`src/rtl/mdio_c22_arbiter.sv`:
```
// Round-robin arbiter that shares one Clause-22 MDIO shift engine between NREQ
// requesters. Only one frame is in flight at a time. A watchdog aborts frames the
// engine never completes, and a minimum idle gap is enforced between frames.
//
// state  | meaning
// -------+------------------------------------------------------------------
// IDLE   | waiting for gap expiry, engine idle and a pending request
// ISSUE  | frame fields latched, pulse eng_start, clear watchdog
// WAIT   | frame on the wire, waiting for eng_done or watchdog expiry
// RESP   | deliver response to owner, advance round-robin pointer, load gap
module mdio_c22_arbiter #(
    parameter int NREQ        = 3,
    parameter int TIMEOUT_CYC = 2048,
    parameter int GAP_CYC     = 20
) (
    input  logic                 clk_25m,
    input  logic                 rst_n,
    input  logic [NREQ-1:0]      req_valid_i,
    output logic [NREQ-1:0]      req_ready_o,
    input  logic [NREQ-1:0]      req_write_i,
    input  logic [5*NREQ-1:0]    req_phy_i,
    input  logic [5*NREQ-1:0]    req_reg_i,
    input  logic [16*NREQ-1:0]   req_wdata_i,
    output logic [NREQ-1:0]      rsp_valid_o,
    output logic [15:0]          rsp_rdata_o,
    output logic                 rsp_err_o,
    output logic [2:0]           grant_id_o,
    output logic                 eng_start_o,
    output logic                 eng_write_o,
    output logic [4:0]           eng_phy_o,
    output logic [4:0]           eng_reg_o,
    output logic [15:0]          eng_wdata_o,
    output logic                 eng_abort_o,
    input  logic                 eng_busy_i,
    input  logic                 eng_done_i,
    input  logic [15:0]          eng_rdata_i
);

    localparam int TW = $clog2(TIMEOUT_CYC + 1);
    localparam int GW = $clog2(GAP_CYC + 1);
    localparam logic [NREQ-1:0] ONE = NREQ'(1);

    typedef enum logic [1:0] {
        S_IDLE,
        S_ISSUE,
        S_WAIT,
        S_RESP
    } state_t;

    state_t              state_q;
    logic [2:0]          rr_ptr_q;
    logic [GW-1:0]       gap_cnt_q;
    logic [TW-1:0]       timer_q;
    logic [NREQ-1:0]     req_ready_q;
    logic [NREQ-1:0]     rsp_valid_q;
    logic [15:0]         rsp_rdata_q;
    logic                rsp_err_q;
    logic [2:0]          grant_id_q;
    logic                eng_start_q;
    logic                eng_write_q;
    logic [4:0]          eng_phy_q;
    logic [4:0]          eng_reg_q;
    logic [15:0]         eng_wdata_q;
    logic                eng_abort_q;

    logic                win_found_d;
    logic [2:0]          win_idx_d;
    int                  scan_idx;
    logic [NREQ-1:0]     scan_vec;

    logic [NREQ-1:0]     sel_write_vec;
    logic [5*NREQ-1:0]   sel_phy_vec;
    logic [5*NREQ-1:0]   sel_reg_vec;
    logic [16*NREQ-1:0]  sel_wdata_vec;

    // Round-robin search: first pending requester at or above rr_ptr, wrapping at NREQ.
    always_comb begin
        win_found_d = 1'b0;
        win_idx_d   = '0;
        scan_idx    = 0;
        scan_vec    = '0;
        for (int i = 0; i < NREQ; i++) begin
            scan_idx = int'(rr_ptr_q) + i;
            if (scan_idx >= NREQ) scan_idx = scan_idx - NREQ;
            scan_vec = req_valid_i >> scan_idx;
            if (!win_found_d && scan_vec[0]) begin
                win_found_d = 1'b1;
                win_idx_d   = 3'(scan_idx);
            end
        end
    end

    // Align the winner's frame fields to bit 0 so they can be latched directly.
    always_comb begin
        sel_write_vec = req_write_i >> win_idx_d;
        sel_phy_vec   = req_phy_i   >> (5 * win_idx_d);
        sel_reg_vec   = req_reg_i   >> (5 * win_idx_d);
        sel_wdata_vec = req_wdata_i >> (16 * win_idx_d);
    end

    // Arbitration FSM with registered outputs, watchdog and inter-frame gap counter.
    always_ff @(posedge clk_25m or negedge rst_n) begin
        if (!rst_n) begin
            state_q     <= S_IDLE;
            rr_ptr_q    <= '0;
            gap_cnt_q   <= '0;
            timer_q     <= '0;
            req_ready_q <= '0;
            rsp_valid_q <= '0;
            rsp_rdata_q <= '0;
            rsp_err_q   <= 1'b0;
            grant_id_q  <= '0;
            eng_start_q <= 1'b0;
            eng_write_q <= 1'b0;
            eng_phy_q   <= '0;
            eng_reg_q   <= '0;
            eng_wdata_q <= '0;
            eng_abort_q <= 1'b0;
        end else begin
            req_ready_q <= '0;
            rsp_valid_q <= '0;
            eng_start_q <= 1'b0;
            eng_abort_q <= 1'b0;
            if (gap_cnt_q != '0) gap_cnt_q <= gap_cnt_q - GW'(1);

            case (state_q)
                S_IDLE: begin
                    // The last gap decrement overlaps the grant decision, so the
                    // registered req_ready lands exactly GAP_CYC idle cycles after RESP.
                    if (gap_cnt_q <= GW'(1) && !eng_busy_i && win_found_d) begin
                        req_ready_q <= ONE << win_idx_d;
                        grant_id_q  <= win_idx_d;
                        eng_write_q <= sel_write_vec[0];
                        eng_phy_q   <= sel_phy_vec[4:0];
                        eng_reg_q   <= sel_reg_vec[4:0];
                        eng_wdata_q <= sel_wdata_vec[15:0];
                        state_q     <= S_ISSUE;
                    end
                end
                S_ISSUE: begin
                    eng_start_q <= 1'b1;
                    timer_q     <= '0;
                    state_q     <= S_WAIT;
                end
                S_WAIT: begin
                    timer_q <= timer_q + TW'(1);
                    // eng_done takes priority over a watchdog expiry in the same cycle.
                    if (eng_done_i) begin
                        rsp_valid_q <= ONE << grant_id_q;
                        rsp_rdata_q <= eng_write_q ? 16'h0000 : eng_rdata_i;
                        rsp_err_q   <= 1'b0;
                        state_q     <= S_RESP;
                    end else if (timer_q == TW'(TIMEOUT_CYC - 1)) begin
                        eng_abort_q <= 1'b1;
                        rsp_valid_q <= ONE << grant_id_q;
                        rsp_rdata_q <= 16'h0000;
                        rsp_err_q   <= 1'b1;
                        state_q     <= S_RESP;
                    end
                end
                S_RESP: begin
                    if (grant_id_q == 3'(NREQ - 1)) rr_ptr_q <= '0;
                    else                            rr_ptr_q <= grant_id_q + 3'd1;
                    gap_cnt_q <= GW'(GAP_CYC);
                    state_q   <= S_IDLE;
                end
                default: state_q <= S_IDLE;
            endcase
        end
    end

    assign req_ready_o = req_ready_q;
    assign rsp_valid_o = rsp_valid_q;
    assign rsp_rdata_o = rsp_rdata_q;
    assign rsp_err_o   = rsp_err_q;
    assign grant_id_o  = grant_id_q;
    assign eng_start_o = eng_start_q;
    assign eng_write_o = eng_write_q;
    assign eng_phy_o   = eng_phy_q;
    assign eng_reg_o   = eng_reg_q;
    assign eng_wdata_o = eng_wdata_q;
    assign eng_abort_o = eng_abort_q;

endmodule

```
`config.mk`:
```
export PLATFORM = sky130hd
export DESIGN_NAME = mdio_c22_arbiter
export DESIGN_NICKNAME = d
export VERILOG_FILES = /design/src/rtl/mdio_c22_arbiter.sv
export SDC_FILE = /design/constraint.sdc
export NUM_CORES = 1
export LEC_CHECK = 0
export BUFFER_PORTS_ARGS = -buffer_cell sky130_fd_sc_hd__buf_2
export CORE_MARGIN = 2
export CORE_UTILIZATION = 30
export CTS_BUF_LIST = sky130_fd_sc_hd__clkbuf_16
export DETAILED_ROUTE_END_ITERATION = 6
export GPL_TIMING_DRIVEN = 0
export PLACE_DENSITY = 0.51
export SLEW_MARGIN = 20
export SYNTH_ARGS = -nofsm -noshare
export SYNTH_HDL_FRONTEND = slang
export SYNTH_SLANG_ARGS = --single-unit
```
`constraint.sdc`:
```
create_clock -name clk_25m -period 7.4 [get_ports clk_25m]
set_clock_uncertainty 0.15 [all_clocks]
set_input_delay 2.22 -clock clk_25m [delete_from_list [all_inputs] [get_ports clk_25m]]
set_output_delay 2.22 -clock clk_25m [all_outputs]
set_load 0.1 [all_outputs]
```
==> summary.txt, run 1 <==
Outcome
  – Status: finished, final reports clean

Yosys
  – Register area share after synthesis: 41.7%
  – Largest cells by area after synthesis: dfrtp_1, a31oi_1, nand2_1
  – Synth Net Count: 665
  – Syn_area_per_cell: 8.49 sq um
  – Post-Syn Area: 4620 sq um
  – Synth Flop Type: dfrtp_1
  – Synth Register Bits: 77
  – Synth async-reset ratio: 100%
  – Count of cell types in the netlist: 52
  – Top-area cell type share of the netlist area: 41.7%
  – Post-Syn Instances: 544
  – Synth Warn #: 0
  – Number of synthesized flops with an enable pin: 0
  – Yosys top cell by area: dfrtp_1

STA
  – Final worst slack: 3020 ps
  – Crit share post-route: 59.1%
  – Fmax: 0.229 GHz
  – Worst-Margin Slew: 664 ps
  – Tmin final: 4380 ps
  – Final Slew Violations: 0
  – Sum of negative setup slack: 0 ps
  – Endpoints failing setup: 0
  – Hold_ws: 325 ps
  – RSZ-0062 raised after global routing: false
  – Slew headroom: 55.7%
  – Final hold violation count: 0

Setup path
  – Critical Setup Path Class: in2reg
  – Critical Path Start Type: primary input
  – R2r endpoint: eng_reg_o[4]$_DFFE_PN0P_
  – CP arrival: 4430 ps
  – R2R depth: 12
  – Minimum setup slack among reg-to-reg paths: 3810 ps
  – CP required: 7450 ps
  – Reg2reg start: rr_ptr_q[0]$_DFFE_PN0P_
  – CP max FO: 6
  – Worst setup EP type: flip-flop

Drt
  – Drc violations: 0
  – Via count: 4608
  – Antenna viol nets, final: 0
  – Iteration-0 DRC Markers: 244
  – Drt first pass iters: 5
  – Final WL: 14400 microns
  – Routed vias/inst: 5.08
  – Avg WL per Cell: 15.9 microns

Die
  – DIE AREA: 16400 sq um
  – Initial core utilization: 30.5%
  – Chip height: 128 microns
  – Core Area: 15100 sq um
  – Boundary Pins: 159
  – Die X: 128 microns
  – Row count: 45

Cells and area
  – Most common cell after layout, fill and taps aside: buf_2
  – Fillers: 1554
  – Most frequent cells in the layout: buf_2, nand2_1, dfrtp_1
  – Area added between synthesis and finish: 29.4%
  – Final nets: 835
  – Diodes inserted: 0
  – Layout cells sized above 1: 28.9%

Global routing
  – All-Layer GR Usage: 17.9%
  – GRT overflow: 0
  – Initial antenna violation count: 0
  – Met2 Use GR: 29.9%
  – Met3 Use GR: 3.59%
  – Vias in the first global route: 4570
  – Global-route wire length before repair: 23100 microns
  – Busiest metal layer after global routing: met2
  – Largest net degree at the start of global routing: 47
  – Met1 Use GR: 23.0%

Clocking
  – Total CTS buffers: 9
  – Setup bufs post-CTS: 0
  – Post-cts resize count: 0
  – # clock sinks: 77
  – CTS tree: built
  – Hold buffers post-CTS: 0
  – CTS root buf: clkbuf_16
  – H-tree depth: 3
  – Clock buffer depth: 2
  – Clock latency at the later pin of the worst-skew pair: 330 ps
  – Clock transition at path regs: 60 ps

Placed design
  – Global placer's final weighted congestion: 0.875
  – IO buf count: 158
  – Place WS: 2670 ps
  – Final HPWL DP: 11300 microns

Worst hold path
  – Hold endpoint: rsp_rdata_o[6]$_DFFE_PN0P_
  – Worst min-delay path category: reg2reg
  – WHS Path Cells: 2
  – Worst Hold Launch: rsp_rdata_o[6]$_DFFE_PN0P_

Job
  – MaxCap Viol Count: 0
## through the flow
stage	instances	utilization, %	cell area [sq um]
finish	907	39.5	5980
global placement	890	37.3	5650
detailed placement	891	37.5	5680
floorplan	544	-	4620
CTS	907	39.5	5980
global route	907	39.5	5980
## area by class of cell
type | instances | area [sq um] | share of cell area, %
tap | 188 | 235 | 3.93
inverter | 45 | 169 | 2.83
multi-input combinational | 379 | 2300 | 38.4
buffer | 43 | 226 | 3.79
timing repair buffer | 159 | 821 | 13.7
clock inverter | 7 | 76.3 | 1.28
sequential | 77 | 1930 | 32.2
clock buffer | 9 | 225 | 3.77
## critical path, cell delays in order
cell      delay (ps)
buf_2            130
mux2_2           260
a221oi_1         390
or3_1            170
buf_2            170
nand4_2          220
and3_1           270
clkbuf_1         160
a211oi_1         310
o22ai_1          130
## how the worst max path moves through the flow
stage | endpoint | startpoint | depth (start not counted)
after floorplan | eng_phy_o[4]$_DFFE_PN0P_ | req_valid_i[0] | 9
after global placement | eng_write_o$_DFFE_PN0P_ | req_valid_i[0] | 10
after detailed placement | eng_reg_o[4]$_DFFE_PN0P_ | req_valid_i[1] | 10
after CTS | eng_reg_o[4]$_DFFE_PN0P_ | req_valid_i[1] | 10
after global routing | eng_reg_o[4]$_DFFE_PN0P_ | req_valid_i[1] | 10
final | eng_reg_o[4]$_DFFE_PN0P_ | req_valid_i[0] | 10
## Yosys cell counts (7+ instances only)
cell and instances:
a211oi_1 8, a21oi_1 8, a31oi_1 52, and4_1 23, buf_2 12, clkbuf_1 21, dfrtp_1 77, ha_1 17
inv_1 44, nand2_1 77, nand3_1 7, nor2_1 45, nor2b_1 9, o21ai_0 26, o21ai_1 28, o22ai_1 7
xor2_1 7
## registers in the layout, indices dropped and copies added, names as in the netlist, 2 cells and up
| signal | count |
|---|---|
| eng_reg_o | 5 |
| timer_q | 12 |
| gap_cnt_q | 5 |
| eng_phy_o | 5 |
| grant_id_o | 3 |
| rsp_valid_o | 3 |
| rr_ptr_q | 3 |
| eng_wdata_o | 16 |
| req_ready_o | 3 |
| state_q | 2 |
| rsp_rdata_o | 16 |
## metal layers
layer,up-vias,wire length (microns)
met5,-,0
met4,0,244
met3,22,798
met2,160,6870
met1,2174,6480
li1,2252,-
## cell families after synthesis
| kind of cell | share of synthesized area [%] |
|---|---|
| adder cells (fa/ha/maj) | 4.60 |
| AND/OR/NAND/NOR | 21.3 |
| XOR/XNOR | 1.71 |
| buffers and inverters | 8.56 |
| flip-flops | 41.7 |
| AO/OA/AOI/OAI | 21.2 |
| multiplexers | 0.948 |
Power of run 1 is not shown: default switching activity piles up to over one toggle a cycle in this logic, so the estimate is an artifact.
==> run 2: changes to the inputs <==
Settings changed: PLACE_DENSITY 0.51 to 0.53.
Clock period 7.4 ns to 3.78 ns, I/O delays scaled along.
==> run 2 against run 1 <==
Effect of this change: via count shrank 0.82%; critical endpoint is now eng_wdata_o[15]$_DFFE_PN0P_; register-to-register slack worse by 3600 ps; global-route usage fell by 0.056 points; non-clock buffer count unchanged.
==> summary.txt, run 2 (same netlist as run 1, synthesis figures left out) <==
Drt
  – Via count: 4570 (-0.82%)
  – Routed vias/inst: 5.04 (-0.82%)
  – Avg WL per Cell: 15.7 microns (-0.86%)
  – WL met2: 6860 microns (about the same)
  – Top routing layer used: met4
  – Drc violations: 0 (unchanged)
  – Final WL: 14300 microns (-0.86%)
  – Drt first pass iters: 4 (-1)
  – Antenna viol nets, final: 0 (unchanged)
  – Wire length on met3: 771 microns (-3.4%)
  – Iteration-0 DRC Markers: 201 (-18%)
  – Post-route met1 wirelength: 6350 microns (-2.0%)

Setup path
  – Stages on the worst setup path: 10 (unchanged)
  – Critical Setup Path Class: reg2reg
  – CP arrival: 3640 ps (-790 ps)
  – Delay-heaviest family, CP: compound AO/OA/AOI/OAI gates
  – Worst setup EP type: flip-flop
  – R2R depth: 10 (-2)
  – Reg2reg start: rr_ptr_q[1]$_DFFE_PN0P_
  – Critical Path Start Type: flip-flop
  – Critical path origin: rr_ptr_q[1]$_DFFE_PN0P_
  – Cell mode on critical path: ha_1
  – Critical path cell sequence: ha_1 > inv_1 > ha_1 > or3_1 > a221o_1 > a211o_1 > and3_1 > clkbuf_1 > a211oi_1 > o22ai_1
  – CP required: 3840 ps (-3610 ps)
  – CP max stage delay: 590 ps (+200 ps)
  – CP max FO: 10 (+4)
  – CP bufs+invs: 2 (-1)
  – Slowest-stage cell, CP: dfrtp_1

Die
  – Boundary Pins: 159 (unchanged)
  – Chip height: 128 microns (unchanged)
  – Initial core utilization: 30.5% (unchanged)
  – Die X: 128 microns (unchanged)
  – DIE AREA: 16400 sq um (unchanged)
  – Row count: 45 (unchanged)
  – Core Area: 15100 sq um (unchanged)

Clocking
  – H-tree depth: 3 (unchanged)
  – Clock buffer depth: 2 (unchanged)
  – Setup bufs post-CTS: 0 (unchanged)
  – CTS root buf: clkbuf_16
  – # clock sinks: 77 (unchanged)
  – Clock latency at the later pin of the worst-skew pair: 340 ps (about the same)
  – Clock transition at path regs: 60 ps (about the same)
  – Hold buffers post-CTS: 0 (unchanged)
  – Total CTS buffers: 9 (unchanged)
  – Post-cts resize count: 0 (unchanged)
  – CTS tree: built

Global routing
  – Initial antenna violation count: 0 (unchanged)
  – GRT overflow: 0 (unchanged)
  – Largest net degree at the start of global routing: 41 (-13%)
  – Vias in the first global route: 4571 (+0.022%)
  – Global-route wire length before repair: 23100 microns (-0.15%)
  – All-Layer GR Usage: 17.8% (-0.056 points)

Placed design
  – Final HPWL DP: 11200 microns (-0.98%)
  – IO buf count: 158 (unchanged)
  – Place WS: 118 ps (-2550 ps)
  – Global placer's final weighted congestion: 0.898 (+2.7%)

STA
  – RSZ-0062 raised after global routing: false
  – Crit share post-route: 94.7%
  – Worst-Margin Slew: 631 ps (-33.6 ps)
  – Tmin final: 3580 ps
  – Final worst slack: 202 ps (-2820 ps)
  – Endpoints failing setup: 0 (unchanged)
  – Final Slew Violations: 0 (unchanged)
  – Fmax: 0.279 GHz
  – Sum of negative setup slack: 0 ps (unchanged)
  – Slew headroom: 57.7% (+2.0 points)
  – Final hold violation count: 0 (unchanged)

Worst hold path
  – WHS Path Cells: 1 (-1)
  – Worst Hold Launch: rsp_err_o$_DFFE_PN0P_
  – Worst min-delay path category: reg2reg

Cells and area
  – Most frequent cells in the layout: buf_2, nand2_1, dfrtp_1
  – Area added between synthesis and finish: 29.7%
  – Most common cell after layout, fill and taps aside: buf_2
  – Diodes inserted: 0 (unchanged)
  – Layout cells sized above 1: 28.9% (unchanged)
  – Final nets: 835 (unchanged)

Outcome
  – Status: finished, final reports clean

Job
  – MaxCap Viol Count: 0 (unchanged)
run 2: final timing paths:
path / endpoint / slack (ps)
max: eng_wdata_o[15]$_DFFE_PN0P_ / 200
min: rsp_err_o$_DFFE_PN0P_ / 330
max reg2reg: eng_wdata_o[15]$_DFFE_PN0P_ / 200
min reg2reg: rsp_err_o$_DFFE_PN0P_ / 330
max in group asynchronous: eng_wdata_o[0]$_DFFE_PN0P_ / 2280
min in group asynchronous: gap_cnt_q[4]$_DFFE_PN0P_ / 610
run 2: metrics by stage:
| step | std cells | hold slack (ps) | util, % | cell area, sq um |
|---|---|---|---|---|
| 6_report | 907 | 327 | 39.6 | 5990 |
| 5_1_grt | 907 | 367 | 39.6 | 5990 |
| 4_1_cts | 907 | 326 | 39.6 | 5990 |
| 2_1_floorplan | 544 | 329 | - | 4620 |
| 3_3_place_gp | 890 | 308 | 37.3 | 5650 |
| 3_5_place_dp | 891 | 312 | 37.4 | 5670 |
run 2: routing by layer:
layer  GRT usage [%]  up-vias
li1                -     2253
met5               0        -
met2            30.2      157
met4            6.46        0
met3            3.46       23
met1            22.7     2137
run 2: cell type report:
cell class / instances / area, sq um
fillers: 1559 / 9150
multi-input cells: 379 / 2300
flip-flops and latches: 77 / 1930
repair buffers: 159 / 813
well taps: 188 / 235
plain buffers: 43 / 226
clock buffers: 9 / 225
inverters: 45 / 169
clock inverters: 7 / 97.6
Power of run 2 is left out for the same reason.
==> run 3: changes to the inputs <==
Settings changed: CORE_ASPECT_RATIO set to 0.9.
==> run 3 against run 2 <==
Effect of this change: register-to-register slack better by 97 ps; routed wire length shrank 1.1%; maximum frequency increased by 2.8%; sequential share of layout area increased by 0.17 points; non-clock buffer count unchanged; via count increased by 0.42%; sequential cell count is the same; die area hardly changed; hold slack lost 2.1 ps; critical endpoint is now eng_reg_o[4]$_DFFE_PN0P_; first-iteration DRC count down 4.5%; final cell count is 1.5% higher; critical path depth increased by 2.
==> summary.txt, run 3 (same netlist as run 1, synthesis figures left out) <==
Clocking
  – Hold buffers post-CTS: 0 (unchanged)
  – H-tree depth: 3 (unchanged)
  – CTS tree: built
  – Setup bufs post-CTS: 0 (unchanged)
  – CTS root buf: clkbuf_16
  – Total CTS buffers: 9 (unchanged)
  – Clock latency at the later pin of the worst-skew pair: 330 ps (about the same)
  – # clock sinks: 77 (unchanged)
  – Post-cts resize count: 0 (unchanged)
  – Clock buffer depth: 2 (unchanged)
  – Clock transition at path regs: 60 ps (about the same)

Die
  – Die X: 135 microns (+5.2%)
  – Boundary Pins: 159 (unchanged)
  – DIE AREA: 16400 sq um (about the same)
  – Chip height: 122 microns (-5.0%)
  – Row count: 43 (-4.4%)
  – Core Area: 15200 sq um (+0.53%)
  – Initial core utilization: 30.3% (-0.16 points)

Drt
  – Iteration-0 DRC Markers: 192 (-4.5%)
  – Final WL: 14100 microns (-1.1%)
  – Drc violations: 0 (unchanged)
  – Drt first pass iters: 5 (+1)
  – Via count: 4589 (+0.42%)
  – Antenna viol nets, final: 0 (unchanged)
  – Routed vias/inst: 4.98 (-1.1%)
  – Avg WL per Cell: 15.3 microns (-2.6%)

STA
  – Worst-Margin Slew: 690 ps (+59.7 ps)
  – Sum of negative setup slack: 0 ps (unchanged)
  – Crit share post-route: 92.1% (-2.6 points)
  – Fmax: 0.287 GHz (+2.8%)
  – Tmin final: 3480 ps (-97.3 ps)
  – Slew headroom: 53.7% (-4.0 points)
  – Final Slew Violations: 0 (unchanged)
  – Endpoints failing setup: 0 (unchanged)
  – RSZ-0062 raised after global routing: false
  – Final hold violation count: 0 (unchanged)

Worst hold path
  – Worst min-delay path category: reg2reg
  – WHS Path Cells: 1 (unchanged)

Outcome
  – Status: finished, final reports clean

Cells and area
  – Final nets: 835 (unchanged)
  – Diodes inserted: 0 (unchanged)
  – Most frequent cells in the layout: buf_2, nand2_1, dfrtp_1
  – Most common cell after layout, fill and taps aside: buf_2
  – Area added between synthesis and finish: 29.0%
  – Fillers: 1593 (+2.2%)
  – Finished Core Util: 39.1% (-0.41 points)
  – Layout cells sized above 1: 28.8% (-0.14 points)

Setup path
  – CP arrival: 3540 ps (-100 ps)
  – CP required: 3840 ps (about the same)
  – R2R depth: 12 (+2)
  – Minimum setup slack among reg-to-reg paths: 300 ps (+100 ps)
  – Worst setup EP type: flip-flop
  – Critical Setup Path Class: reg2reg
  – CP max FO: 10 (unchanged)
  – Critical Path Start Type: flip-flop

Global routing
  – GRT overflow: 0 (unchanged)
  – Largest net degree at the start of global routing: 50 (+22%)
  – Initial antenna violation count: 0 (unchanged)
  – Global-route wire length before repair: 23200 microns (+0.72%)
  – Vias in the first global route: 4568 (-0.066%)
  – All-Layer GR Usage: 17.9% (+0.035 points)

Placed design
  – IO buf count: 158 (unchanged)
  – Global placer's final weighted congestion: 0.947 (+5.4%)
  – Final HPWL DP: 11100 microns (-0.24%)

Job
  – MaxCap Viol Count: 0 (unchanged)
[run 3: cell types whose count changed in the layout (fill, tap and decap cells not counted)]
cell / delta
bufinv_16: -2
buf_16: +1
buf_12: -1
clkinv_1: +1
clkinv_2: +2
clkinvlp_4: +1
inv_6: -1
clkinv_4: -1
[run 3: cell type report]
cell class              count  area, sq um  share of cell area (%)
flip-flops and latches     77         1930                    32.3
clock buffers               9          225                    3.78
well taps                 202          253                    4.24
multi-input cells         379         2300                    38.6
inverters                  45          169                    2.83
repair buffers            159          821                    13.8
clock inverters             7         41.3                   0.693
plain buffers              43          226                    3.80
[run 3: per-stage QoR]
step | setup slack (ps) | hold slack, ps | std cells | area [sq um]
after floorplan | 676 | 329 | 544 | 4620
after global placement | 217 | 310 | 904 | 5660
after detailed placement | 143 | 319 | 905 | 5690
after CTS | 279 | 333 | 921 | 5960
after global routing | 10.0 | 354 | 921 | 5960
final | 299 | 325 | 921 | 5960
[run 3: worst paths after layout]
check	from	end
worst min register to register	rsp_err_o$_DFFE_PN0P_	rsp_err_o$_DFFE_PN0P_
worst min-delay path	rsp_err_o$_DFFE_PN0P_	rsp_err_o$_DFFE_PN0P_
worst max-delay path	rr_ptr_q[0]$_DFFE_PN0P_	eng_reg_o[4]$_DFFE_PN0P_
min in group asynchronous	rst_n	gap_cnt_q[4]$_DFFE_PN0P_
worst max register to register	rr_ptr_q[0]$_DFFE_PN0P_	eng_reg_o[4]$_DFFE_PN0P_
max in group asynchronous	rst_n	eng_wdata_o[7]$_DFFE_PN0P_
[run 3: critical path, stage by stage, from the launching register on]
cell and delay (ps):
dfrtp_1 450, buf_6 170, inv_2 60, ha_1 330, buf_2 220, and3_1 170, o21bai_1 80, o22ai_1 450
a211o_1 360, clkbuf_1 400, a31oi_1 160, a211oi_1 220, o22ai_1 120
[run 3: layer usage]
metal / part of all wire [%] / up-vias / GRT usage, %
met4: 1.8 / 0 / 5.99
met3: 6.5 / 16 / 3.62
met1: 45 / 2146 / 23.6
met5: 0 / - / 0
met2: 47 / 160 / 29.2
li1: - / 2267 / -
Power of run 3 is left out for the same reason.
